<file path="src/rtl/accum_alu.sv">
// Two-cycle accumulator ALU: a request is accepted in READY, and the result and flags register on the next edge.
// Arithmetic or shift faults park the FSM in ERROR until err_clr; start is ignored while busy (no queuing).
module accum_alu #(
  parameter int WIDTH = 8
) (
  input  logic             clk,
  input  logic             rst_n,
  input  logic             start,
  input  logic [2:0]       funct,
  input  logic             use_acc,
  input  logic [WIDTH-1:0] a,
  input  logic [WIDTH-1:0] b,
  input  logic             err_clr,
  output logic [1:0]       state,
  output logic             busy,
  output logic             done,
  output logic [WIDTH-1:0] result,
  output logic [WIDTH-1:0] acc,
  output logic             carry,
  output logic             overflow,
  output logic             error
);

  localparam int SHW = $clog2(WIDTH);

  typedef enum logic [1:0] {
    S_READY = 2'd0,
    S_ARITH = 2'd1,
    S_LOGIC = 2'd2,
    S_ERROR = 2'd3
  } state_t;

  state_t           state_q;
  logic [2:0]       funct_q;
  logic [WIDTH-1:0] opa_q;
  logic [WIDTH-1:0] opb_q;
  logic [WIDTH-1:0] result_q;
  logic [WIDTH-1:0] acc_q;
  logic             carry_q;
  logic             ovf_q;
  logic             err_q;
  logic             done_q;

  logic [WIDTH-1:0]   alu_res_d;
  logic               alu_c_d;
  logic               alu_v_d;
  logic               alu_err_d;
  logic [WIDTH:0]     sum_w;
  logic [WIDTH:0]     diff_w;
  logic [SHW-1:0]     sh_amt;
  logic [2*WIDTH-1:0] shl_w;
  logic [2*WIDTH-1:0] shr_w;

  assign sum_w  = {1'b0, opa_q} + {1'b0, opb_q};
  assign diff_w = {1'b0, opa_q} - {1'b0, opb_q};
  assign sh_amt = opb_q[SHW-1:0];
  // Shift in a double-width frame so the bits pushed out land in the spare half.
  assign shl_w  = {{WIDTH{1'b0}}, opa_q} << sh_amt;
  assign shr_w  = {opa_q, {WIDTH{1'b0}}} >> sh_amt;

  always_comb begin
    alu_res_d = '0;
    alu_c_d   = 1'b0;
    alu_v_d   = 1'b0;
    case (funct_q)
      3'd0: begin
        alu_res_d = sum_w[WIDTH-1:0];
        alu_c_d   = sum_w[WIDTH];
        alu_v_d   = (opa_q[WIDTH-1] == opb_q[WIDTH-1]) &&
                    (sum_w[WIDTH-1] != opa_q[WIDTH-1]);
      end
      3'd1: begin
        alu_res_d = diff_w[WIDTH-1:0];
        alu_c_d   = diff_w[WIDTH];
        alu_v_d   = (opa_q[WIDTH-1] != opb_q[WIDTH-1]) &&
                    (diff_w[WIDTH-1] != opa_q[WIDTH-1]);
      end
      3'd2: begin
        alu_res_d = shl_w[WIDTH-1:0];
        alu_c_d   = |shl_w[2*WIDTH-1:WIDTH];
      end
      3'd3: begin
        alu_res_d = shr_w[2*WIDTH-1:WIDTH];
        alu_c_d   = |shr_w[WIDTH-1:0];
      end
      3'd4:    alu_res_d = opa_q & opb_q;
      3'd5:    alu_res_d = opa_q | opb_q;
      3'd6:    alu_res_d = opa_q ^ opb_q;
      default: alu_res_d = ~opa_q;
    endcase
  end

  // add/sub fault on signed overflow, shifts fault on lost bits, logic ops never fault
  assign alu_err_d = !funct_q[2] && (funct_q[1] ? alu_c_d : alu_v_d);

  always_ff @(posedge clk or negedge rst_n) begin
    if (!rst_n) begin
      state_q  <= S_READY;
      funct_q  <= '0;
      opa_q    <= '0;
      opb_q    <= '0;
      result_q <= '0;
      acc_q    <= '0;
      carry_q  <= 1'b0;
      ovf_q    <= 1'b0;
      err_q    <= 1'b0;
      done_q   <= 1'b0;
    end else begin
      case (state_q)
        S_READY: begin
          done_q <= 1'b0;
          if (start) begin
            funct_q <= funct;
            opa_q   <= use_acc ? acc_q : a;
            opb_q   <= b;
            state_q <= funct[2] ? S_LOGIC : S_ARITH;
          end
        end
        S_ARITH, S_LOGIC: begin
          result_q <= alu_res_d;
          carry_q  <= alu_c_d;
          ovf_q    <= alu_v_d;
          done_q   <= 1'b1;
          if (alu_err_d) begin
            err_q   <= 1'b1;
            state_q <= S_ERROR;
          end else begin
            acc_q   <= alu_res_d;
            err_q   <= 1'b0;
            state_q <= S_READY;
          end
        end
        S_ERROR: begin
          done_q <= 1'b0;
          if (err_clr) begin
            err_q   <= 1'b0;
            state_q <= S_READY;
          end
        end
        default: begin
          done_q  <= 1'b0;
          state_q <= S_READY;
        end
      endcase
    end
  end

  assign state    = state_q;
  assign busy     = (state_q != S_READY);
  assign done     = done_q;
  assign result   = result_q;
  assign acc      = acc_q;
  assign carry    = carry_q;
  assign overflow = ovf_q;
  assign error    = err_q;

endmodule

</file>
<file path="config.mk">
export PLATFORM = sky130hd
export DESIGN_NAME = accum_alu
export DESIGN_NICKNAME = d
export VERILOG_FILES = /design/src/rtl/accum_alu.sv
export SDC_FILE = /design/constraint.sdc
export NUM_CORES = 1
export LEC_CHECK = 0
export BUFFER_PORTS_ARGS = -buffer_cell sky130_fd_sc_hd__buf_4
export CAP_MARGIN = 40
export CORE_ASPECT_RATIO = 0.6
export CORE_MARGIN = 5
export CORE_UTILIZATION = 28
export DETAILED_ROUTE_END_ITERATION = 7
export PLACE_DENSITY = 0.47
export SLEW_MARGIN = 20
export SYNTH_ARGS = -nofsm -noshare
export SYNTH_HDL_FRONTEND = slang
export SYNTH_SLANG_ARGS = --single-unit
</file>
<file path="constraint.sdc">
create_clock -name clk -period 9.1 [get_ports clk]
set_input_delay 0.455 -clock clk [delete_from_list [all_inputs] [get_ports clk]]
set_output_delay 0.455 -clock clk [all_outputs]
set_load 0.05 [all_outputs]
</file>
== Word-level counts from Yosys, hierarchy flattened ==
Cells that the tools add are included.

* Register bits: 41
* Latch bits: 0
* Memory bits (writable): 0
* ROM bits: 0
* Input port bits: 24
* Output and inout bits: 23
* Word-level logic and storage cells: 64
* Memories kept: 0

* Add/sub/neg operators: 2
* Multipliers: 0
* Div/mod/pow operators: 0
* Order comparisons: 0
* Equality and inequality tests: 15
* Shift-type cells: 2
* Multiplexer cells: 14
* Bitwise operators: 5
* Reduce and logical (&&, ||, !) cells: 16

{| class="wikitable"
|+ Operator list
! operator !! count
|-
| case mux 8 bit (7 select lines) || 1
|-
| OR reduction 8 bit || 2
|-
| left shift 8 x 3 -> 16 bit || 1
|-
| >> shifter 16 x 3 -> 16 bit || 1
|-
| adder 8 x 8 -> 9 bit || 1
|-
| == test 3 bit, second input constant || 3
|-
| subtractor 8 x 8 -> 9 bit || 1
|-
| AND 8 bit || 1
|-
| 2-to-1 mux 2 bit || 4
|-
| 2-to-1 mux 8 bit || 1
|-
| NOT 8 bit || 1
|-
| OR 8 bit || 1
|-
| AND reduction 2 bit || 4
|-
| bitwise XOR 8 bit || 1
|-
| == test 3 x 2 -> 1 bit, second input constant || 2
|-
| case mux 1 bit (2 select lines) || 3
|-
| case mux 2 bit (3 select lines) || 1
|-
| == test 2 bit, second input constant || 2
|-
| != test 2 bit, second input constant || 2
|-
| case mux 1 bit (4 select lines) || 1
|-
| nonzero test 2 bit || 2
|-
| OR reduction 2 bit || 2
|-
| == test 3 x 1 -> 1 bit, second input constant || 1
|-
| logical AND 1 bit || 3
|-
| other kinds (8) || 12
|}

== Depth between registers and ports, before layout ==
Gate-level depths: netlist of run 1.

* Word-level depth: 8
* Mapped depth: 12
* Gate-level depth less buffers: 10

== Worst setup path before layout of run 1 ==
No wires, ideal clock.

* Path kind: reg2reg
* From: reg opb_q[1]
* To: reg acc_q[0], in the netlist acc[0]
* Data arrival time: 3.028 ns
* Slack: 5.947 ns
* Stages on the path, launching flop included: 13
* Path buffers: 4
* Period minus slack after synthesis: 3.153 ns
* Path through: dfrtp_1 -> buf_2 -> buf_2 -> buf_2 -> inv_1 -> ha_1 -> a211oi_1 -> nor3_2 -> o21ai_0 -> or4b_1 -> and4_1 -> buf_6 -> mux2_4

* Word-level cells in the longest chain between the ends: 8
* Elaborated cells between the ends (all ways): 17
* Those cells by class: 2 x add/sub; 2 x eq/ne; 2 x shift; 4 x mux; 1 x bitwise; 6 x reduce/logical

{| class="wikitable"
|+ Ends and longest elaborated chain
! what !! line !! source
|-
| start, declared || 36 || <nowiki>logic [WIDTH-1:0] opb_q;</nowiki>
|-
| start signal, assigned || 101 || <nowiki>opb_q <= '0;</nowiki>
|-
| start signal, assigned || 115 || <nowiki>opb_q <= b;</nowiki>
|-
| subtractor 8 x 8 -> 9 bit / adder 8 x 8 -> 9 bit (equally long branches) || 55, 54 ||
|-
| != test 1 bit, on equally long branches || 76, 70 ||
|-
| logical AND 1 bit, on equally long branches || 75, 69 ||
|-
| case mux 1 bit (2 select lines) || 65 || <nowiki>case (funct_q)</nowiki>
|-
| 2-to-1 mux 1 bit || 94 || <nowiki>assign alu_err_d = !funct_q[2] && (funct_q[1] ? alu_c_d : alu_v_d);</nowiki>
|-
| logical AND 1 bit || 94 ||
|-
| NOT 1 bit (no line) || - ||
|-
| AND reduction 2 bit (no line) || - ||
|-
| end signal, assigned || 128 || <nowiki>acc_q <= alu_res_d;</nowiki>
|-
| end, declared || 38 || <nowiki>logic [WIDTH-1:0] acc_q;</nowiki>
|}

Parallel ways exist; a longest one is shown, timed or not.
A chain may end at the register's enable or synchronous reset.

== Worst setup path in the final report of run 1 ==
* From: reg opb_q[2]
* To: reg acc_q[1], in the netlist acc[1]

Same word-level chain as after synthesis.

==> impl_metrics.ini, run 1 <==
[placed_design]
hpwl_um = 9470
post_dp_cell_area_um2 = 4240
io_buffers = 46
globalplace.congestion = 0.950

[synthesis]
yosys_most_used_dff = dfrtp_1
synth_fp_nets = 480
synth.distinct_cells = 59
synth_cells = 424
netlist_top_cells_count = dfrtp_1 (41), nand2_1 (32), o21ai_0 (32)
synth_seq_cells = 41
yosysWarnings = 0
yosysSeqAreaShare_pct = 27.1
synth.area.top_cells = dfrtp_1 (27%), ha_1 (9.9%), mux2_2 (5.9%)
synth_area_um2 = 3790
post-synth-top-count-cell = dfrtp_1
synth_top_area_share_pct = 27.1
syn_area_per_cell_um2 = 8.94
synthArstFlopShare_pct = 100
yosysTopAreaCell = dfrtp_1
synth_edf_count = 0

[sta]
finalSetupTns_ns = 0
whs_ns = 0.134
finClkSkew_ns = 0.00520
rsz0062_at_grt = false
slew_viol_final = 0
finalCritPeriodShare_pct = 37.7
worst_pin_slew_ns = 0.886
finalCriticalPeriod_ns = 3.43
setup_viol = 0
max_freq_mhz = 291
slew_headroom_pct = 40.5
finalHoldViolations = 0

[finish]
final_area_um2 = 4390
nNetsFinal = 505
drive_gt1_share_pct = 21.8
area_growth_pct = 15.8
diodes = 0

[clock_network]
cts_hold_buffers = 0
cts_resized = 0
cts-root-buf = clkbuf_16
cts_sinks = 41
clock_path_buffers = 2
h-tree-depth = 2
path_clk_slew_ns = 0.07
cts_tree = yes
cts_setup_buffers = 0
cts_inserted_buffers = 5
clk_latency_ns = 0.29

[floorplanning]
start_util_pct = 29.0
rows = 32
ioPinCount = 47
core-area_um2 = 13100
die_h_um = 100
dieArea_um2 = 16000
die-width_um = 160

[detailed_routing]
drt_iter0_markers = 460
viasPerCell = 5.56
wl_um = 12600
post_drt_wl_per_cell_um = 20.4
vias = 3445
drtPass1Iterations = 6
antenna_left = 0
drc_errors = 0

[setup_path]
r2r_start = opb_q[2]
crit_type = register to register
r2r_end = acc[1]
worstSetupEndpointType = register
required_ns = 9.28
startpoint_type = register
path_max_fanout = 19
crit_arrival_ns = 3.61
path_cells = inv_1 -> ha_1 -> o21ai_0 -> nor3_2 -> nor3_1 -> or4b_1 -> and4_1 -> mux2_4
r2r_cells = 8
crit_family = simple AND/OR/NAND/NOR gates
crit_buf_inv = 1
slowest_stage = dfrtp_1
slowest_delay_ns = 0.73
ff2ff_setup_slack_ns = 5.67

[grt]
grt_use_total_pct = 15.5
antenna_found_initial = 0
met2_usage_pct = 19.4
use_met3_pct = 3.86
top_usage_layer = met1
grt_use_met1_pct = 26.2
grt_max_degree = 42
first_global_vias = 3151
grt_overflow = 0
grt_pass1_wl_um = 19400

[flow_run]
drv_cap = 0

[run_status]
status = completed

[worst_hold_path]
hp-class = input pin to asynchronous set/reset pin
==> worst max path at each step <==
stage / startpoint / end / slack [ns] / cells after the start
final: opb_q[2] / acc[1] / 5.67 / 8
after global placement: funct_q[1] / acc[5] / 5.81 / 6
after detailed placement: opb_q[2] / acc[0] / 5.77 / 8
after floorplan: opb_q[1] / acc[0] / 5.95 / 12
after CTS: opb_q[2] / acc[6] / 5.74 / 8
after global routing: opb_q[2] / acc[3] / 5.49 / 8
==> kinds of logic after synthesis <==
kind of cell,after synthesis,synth area share [%]
simple gates,118,16.8
compound gates,113,19.5
buf+inv,66,7.36
mux,52,17.8
flops,41,27.1
fa+ha+maj,32,11.0
xor+xnor,2,0.462
==> through the flow <==
step / utilization, % / setup WS, ns / instances
3_5_place_dp: 32.5 / 5.77 / 612
4_1_cts: 33.6 / 5.74 / 620
5_1_grt: 33.6 / 5.49 / 620
6_report: 33.6 / 5.67 / 620
3_3_place_gp: 32.5 / 5.81 / 612
2_1_floorplan: - / 5.95 / 424
==> metal layers <==
metal	wire (um)	up-vias
met1	6510	1641
met3	1420	8
met5	0	-
met2	4650	195
met4	61	0
li1	-	1601
==> final cells by class <==
type	count	area [um^2]
inverter	31	116
clock inverter	3	25.0
clock buffer	5	125
sequential	41	1030
fill	1379	8670
tap	170	213
timing repair buffer	53	398
multi-input combinational	317	2480
==> flip-flops by register name, indices dropped and copies added, names as in the netlist <==
name      cells
error         1
funct_q       3
result        8
opa_q         8
overflow      1
carry         1
opb_q         8
state         2
done          1
acc           8
==> layout by cell type (no fill, tap or decap), drive strengths merged, types with 6 or more instances in the layout <==
| master | count |
|---|---|
| nand2b | 6 |
| dfrtp | 41 |
| nor2 | 18 |
| mux2 | 26 |
| mux2i | 19 |
| inv | 32 |
| ha | 30 |
| o21ai | 32 |
| nor2b | 6 |
| a21oi | 25 |
| nand3 | 12 |
| nand2 | 32 |
| o211ai | 9 |
| nor3 | 8 |
| buf | 53 |
| a211oi | 6 |
| or3 | 6 |
| mux4 | 7 |
Power of run 1 is left out: the tool's default activity adds up to more than one toggle a clock period on the data nets, which glitch-free logic cannot reach.
==> inputs of run 2 (changes only) <==
==> constraint.sdc (replaced) <==
create_clock -name clk -period 3.4 [get_ports clk]
set_input_delay 0.17 -clock clk [delete_from_list [all_inputs] [get_ports clk]]
set_output_delay 0.17 -clock clk [all_outputs]
set_load 0.05 [all_outputs]
==> run 2 against run 1 <==
Net effect:
- utilization is 1.3 points higher
- critical path depth is 2 lower
- register-to-register slack worse by 5.3 ns
- cell count is 3.1% higher
- die area stayed put
==> impl_metrics.ini, run 2 (same netlist as run 1, synthesis figures left out) <==
[setup_path]
required_ns = 3.59
slowest_stage = dfrtp_1
crit_arrival_ns = 3.25
worstSetupEndpointType = register
ff2ff_setup_slack_ns = 0.33
startpoint_type = register
r2r_start = opb_q[0]
r2r_end = acc[7]
crit_family = multiplexers
crit_type = register to register
crit_buf_inv = 0
r2r_cells = 6
path_cells = mux4_1 -> a211o_1 -> a32oi_1 -> a311o_2 -> and4_1 -> mux2_4
slowest_delay_ns = 0.65
path_max_fanout = 11

[sta]
rsz0062_at_grt = false
finalCritPeriodShare_pct = 90.2
setup_viol = 0
finClkSkew_ns = 0.00805
finalSetupTns_ns = 0
whs_ns = 0.106
finalHoldViolations = 0
worst_pin_slew_ns = 0.569
slew_headroom_pct = 62.1
finalCriticalPeriod_ns = 3.07
max_freq_mhz = 326
slew_viol_final = 0

[grt]
grt_max_degree = 42
grt_overflow = 0
first_global_vias = 3395
antenna_found_initial = 0
grt_use_total_pct = 16.2
grt_pass1_wl_um = 20300

[clock_network]
cts_setup_buffers = 0
cts_inserted_buffers = 5
cts_sinks = 41
cts-root-buf = clkbuf_16
path_clk_slew_ns = 0.07
clock_path_buffers = 2
h-tree-depth = 2
cts_tree = yes
clk_latency_ns = 0.30

[finish]
final_area_um2 = 4550
seq_area_um2 = 1030
diodes = 0
multi_input_area_um2 = 2480
mostFrequentLayoutCell = buf_4
drive_gt1_share_pct = 24.7
area_growth_pct = 20.1
nNetsFinal = 524
mostFrequentLayoutCells = buf_4 (70), dfrtp_1 (41), nand2_1 (32), o21ai_0 (32), inv_1 (31)
nFillCells = 1341

[floorplanning]
die-width_um = 160
start_util_pct = 29.0
rows = 32
dieArea_um2 = 16000
core-area_um2 = 13100
ioPinCount = 47
die_h_um = 100

[flow_run]
drv_cap = 0

[detailed_routing]
wl_um = 13000
post_drt_wl_per_cell_um = 20.4
vias = 3574
drtPass1Iterations = 5
drt_iter0_markers = 423
viasPerCell = 5.59
drc_errors = 0
antenna_left = 0

[placed_design]
hpwl_um = 10100
post_dp_cell_area_um2 = 4390
globalplace.congestion = 0.893
io_buffers = 46

[worst_hold_path]
hold_start = b[0]
hp-class = input pin to register
whs_path_depth = 2
timing.hold.worst_endpoint = opb_q[0]

[run_status]
status = completed
run 2: changes by cell type in the layout (fill, tap and decap cells not counted), sizes merged:
cell / change
buf: +18
dlygate4sd3: +1
run 2: worst max-delay path by stage:
stage,start,endpoint,depth (start not counted)
6_report,opb_q[0],acc[7],6
5_1_grt,opb_q[0],acc[7],8
2_1_floorplan,opb_q[1],acc[0],12
3_3_place_gp,opb_q[0],acc[1],6
3_5_place_dp,opb_q[0],acc[3],6
4_1_cts,opb_q[0],acc[7],6
run 2: through the flow:
stage          std cells  worst slack [ns]  util (%)
2_1_floorplan        424             0.247         -
3_3_place_gp         629             0.446      33.4
3_5_place_dp         630             0.367      33.6
4_1_cts              639             0.331      34.9
5_1_grt              639             0.159      34.9
6_report             639             0.334      34.9
run 2: layout make-up:
cell class / count / share of cell area [%]
clock buffers: 5 / 2.75
clock inverters: 3 / 0.550
inverters: 31 / 2.56
multi-input cells: 317 / 54.6
flip-flops and latches: 41 / 22.5
well taps: 170 / 4.67
repair buffers: 72 / 12.4
run 2: repair_timing:
action,CTS,global route
setup endpoints to repair,0,0
hold buffers,1,0
hold endpoints to repair,41,0
resized for setup,0,0
run 2: worst reg2reg max path, stage by stage (launching register included):
cell,delay [ns]
dfrtp_1,0.65
mux4_1,0.63
a211o_1,0.28
a32oi_1,0.26
a311o_2,0.25
and4_1,0.54
mux2_4,0.35
run 2: metal layers:
metal / up-vias / global-route usage [%] / wire (um)
met5: - / 0 / 0
met4: 0 / 1.85 / 46
met1: 1747 / 26.8 / 6890
met3: 7 / 3.82 / 1280
li1: 1636 / - / -
met2: 184 / 21.2 / 4800
Power of run 2 is left out for the same reason.
==> inputs of run 3 (changes only) <==
==> constraint.sdc (replaced) <==
create_clock -name clk -period 3.3 [get_ports clk]
set_input_delay 0.165 -clock clk [delete_from_list [all_inputs] [get_ports clk]]
set_output_delay 0.165 -clock clk [all_outputs]
set_load 0.05 [all_outputs]
==> run 3 against run 2 <==
Net effect:
- critical path depth increased by 2
- setup slack got worse by 0.13 ns
- utilization increased by 0.21 points
- clock skew decreased by 0.0014 ns
- largest cell class unchanged
==> impl_metrics.ini, run 3 (same netlist as run 1, synthesis figures left out) <==
[placed_design]
globalplace.congestion = 0.940
dp_cells = 632
io_buffers = 46
hpwl_um = 10300

[floorplanning]
start_util_pct = 29.0
die-width_um = 160
ioPinCount = 47
dieArea_um2 = 16000
core-area_um2 = 13100
die_h_um = 100
rows = 32

[clock_network]
cts_hold_buffers = 1
path_clk_slew_ns = 0.07
cts_tree = yes
cts_setup_buffers = 0
cts_inserted_buffers = 5
cts-root-buf = clkbuf_16
h-tree-depth = 2
clk_latency_ns = 0.30
cts_sinks = 41
cts_resized = 0
clock_path_buffers = 2

[worst_hold_path]
hp-class = input pin to register
hold_start = funct[1]

[sta]
finalCritPeriodShare_pct = 93.7
rsz0062_at_grt = false
finalCriticalPeriod_ns = 3.09
finalHoldViolations = 0
worst_pin_slew_ns = 0.662
finalSetupTns_ns = 0
slew_viol_final = 0
max_freq_mhz = 323
finClkSkew_ns = 0.00664
slew_headroom_pct = 55.9
setup_viol = 0

[setup_path]
r2r_start = opa_q[2]
required_ns = 3.48
slowest_delay_ns = 0.58
crit_family = simple AND/OR/NAND/NOR gates
crit_arrival_ns = 3.27
crit_type = register to register
worstSetupEndpointType = register
ff2ff_setup_slack_ns = 0.21
path_cells = inv_1 -> ha_1 -> o21ai_0 -> nor3_2 -> o21ai_0 -> or4b_1 -> and4_1 -> mux2_4
crit_path_start = opa_q[2]
cp_common_cell = o21ai_0
path_max_fanout = 10
slowest_stage = dfrtp_1
crit_buf_inv = 1
startpoint_type = register

[finish]
nNetsFinal = 526
seq_area_um2 = 1030
diodes = 0
area_growth_pct = 20.9
mostFrequentLayoutCell = buf_4
drive_gt1_share_pct = 25.1
multi_input_area_um2 = 2480
final-instance-count-excl-fill = 641
mostFrequentLayoutCells = buf_4 (71), dfrtp_1 (41), nand2_1 (32), o21ai_0 (32), inv_1 (31)
nFillCells = 1355

[detailed_routing]
viasPerCell = 5.50
drtPass1Iterations = 5
wl_um = 13200
post_drt_wl_per_cell_um = 20.6
antenna_left = 0
drt_iter0_markers = 468
vias = 3528
drc_errors = 0

[grt]
first_global_vias = 3294
grt_pass1_wl_um = 20700
grt_overflow = 0
antenna_found_initial = 0
grt_use_total_pct = 16.6
grt_max_degree = 42

[run_status]
status = completed

[flow_run]
drv_cap = 0
run 3: changes by cell type in the layout (fill, tap and decap cells not counted), sizes merged:
cell / before / now
buf: 71 / 73
run 3: cell type report:
cell class | instances | share of cell area (%)
Multi-Input combinational cell | 317 | 54.2
Sequential cell | 41 | 22.4
Timing Repair Buffer | 74 | 12.9
Tap cell | 170 | 4.64
Clock buffer | 5 | 2.73
Inverter | 31 | 2.54
Clock inverter | 3 | 0.546
run 3: path summary, 6_finish.rpt:
| path | end | cells after the start |
|---|---|---|
| worst max-delay path | acc[6] | 8 |
| worst min-delay path | funct_q[1] | 2 |
| worst max register to register | acc[6] | 8 |
| worst min register to register | result[2] | 2 |
| max in group asynchronous | opa_q[0] | 2 |
| min in group asynchronous | opb_q[4] | 2 |
run 3: worst reg2reg max path: stages (launching register included):
cell and delay [ns]:
dfrtp_1 0.58, inv_1 0.12, ha_1 0.36, o21ai_0 0.28, nor3_2 0.11, o21ai_0 0.20
or4b_1 0.53, and4_1 0.41, mux2_4 0.37
run 3: metrics by stage:
| stage | cell area (um^2) | hold slack, ns | setup slack [ns] | util, % |
|---|---|---|---|---|
| floorplan | 3790 | -0.131 | 0.147 | - |
| global placement | 4390 | 0.205 | 0.331 | 33.6 |
| detailed placement | 4420 | 0.204 | 0.295 | 33.9 |
| CTS | 4580 | 0.0993 | 0.256 | 35.1 |
| global route | 4580 | 0.101 | 0.0869 | 35.1 |
| finish | 4580 | 0.0983 | 0.208 | 35.1 |
run 3: layer usage:
| metal | wire length, um | up-vias | GRT usage (%) |
|---|---|---|---|
| li1 | - | 1636 | - |
| met1 | 7220 | 1720 | 29.1 |
| met2 | 4750 | 166 | 20.2 |
| met3 | 1240 | 6 | 3.73 |
| met4 | 10 | 0 | 0.793 |
| met5 | 0 | - | 0 |
Power of run 3 is left out for the same reason.
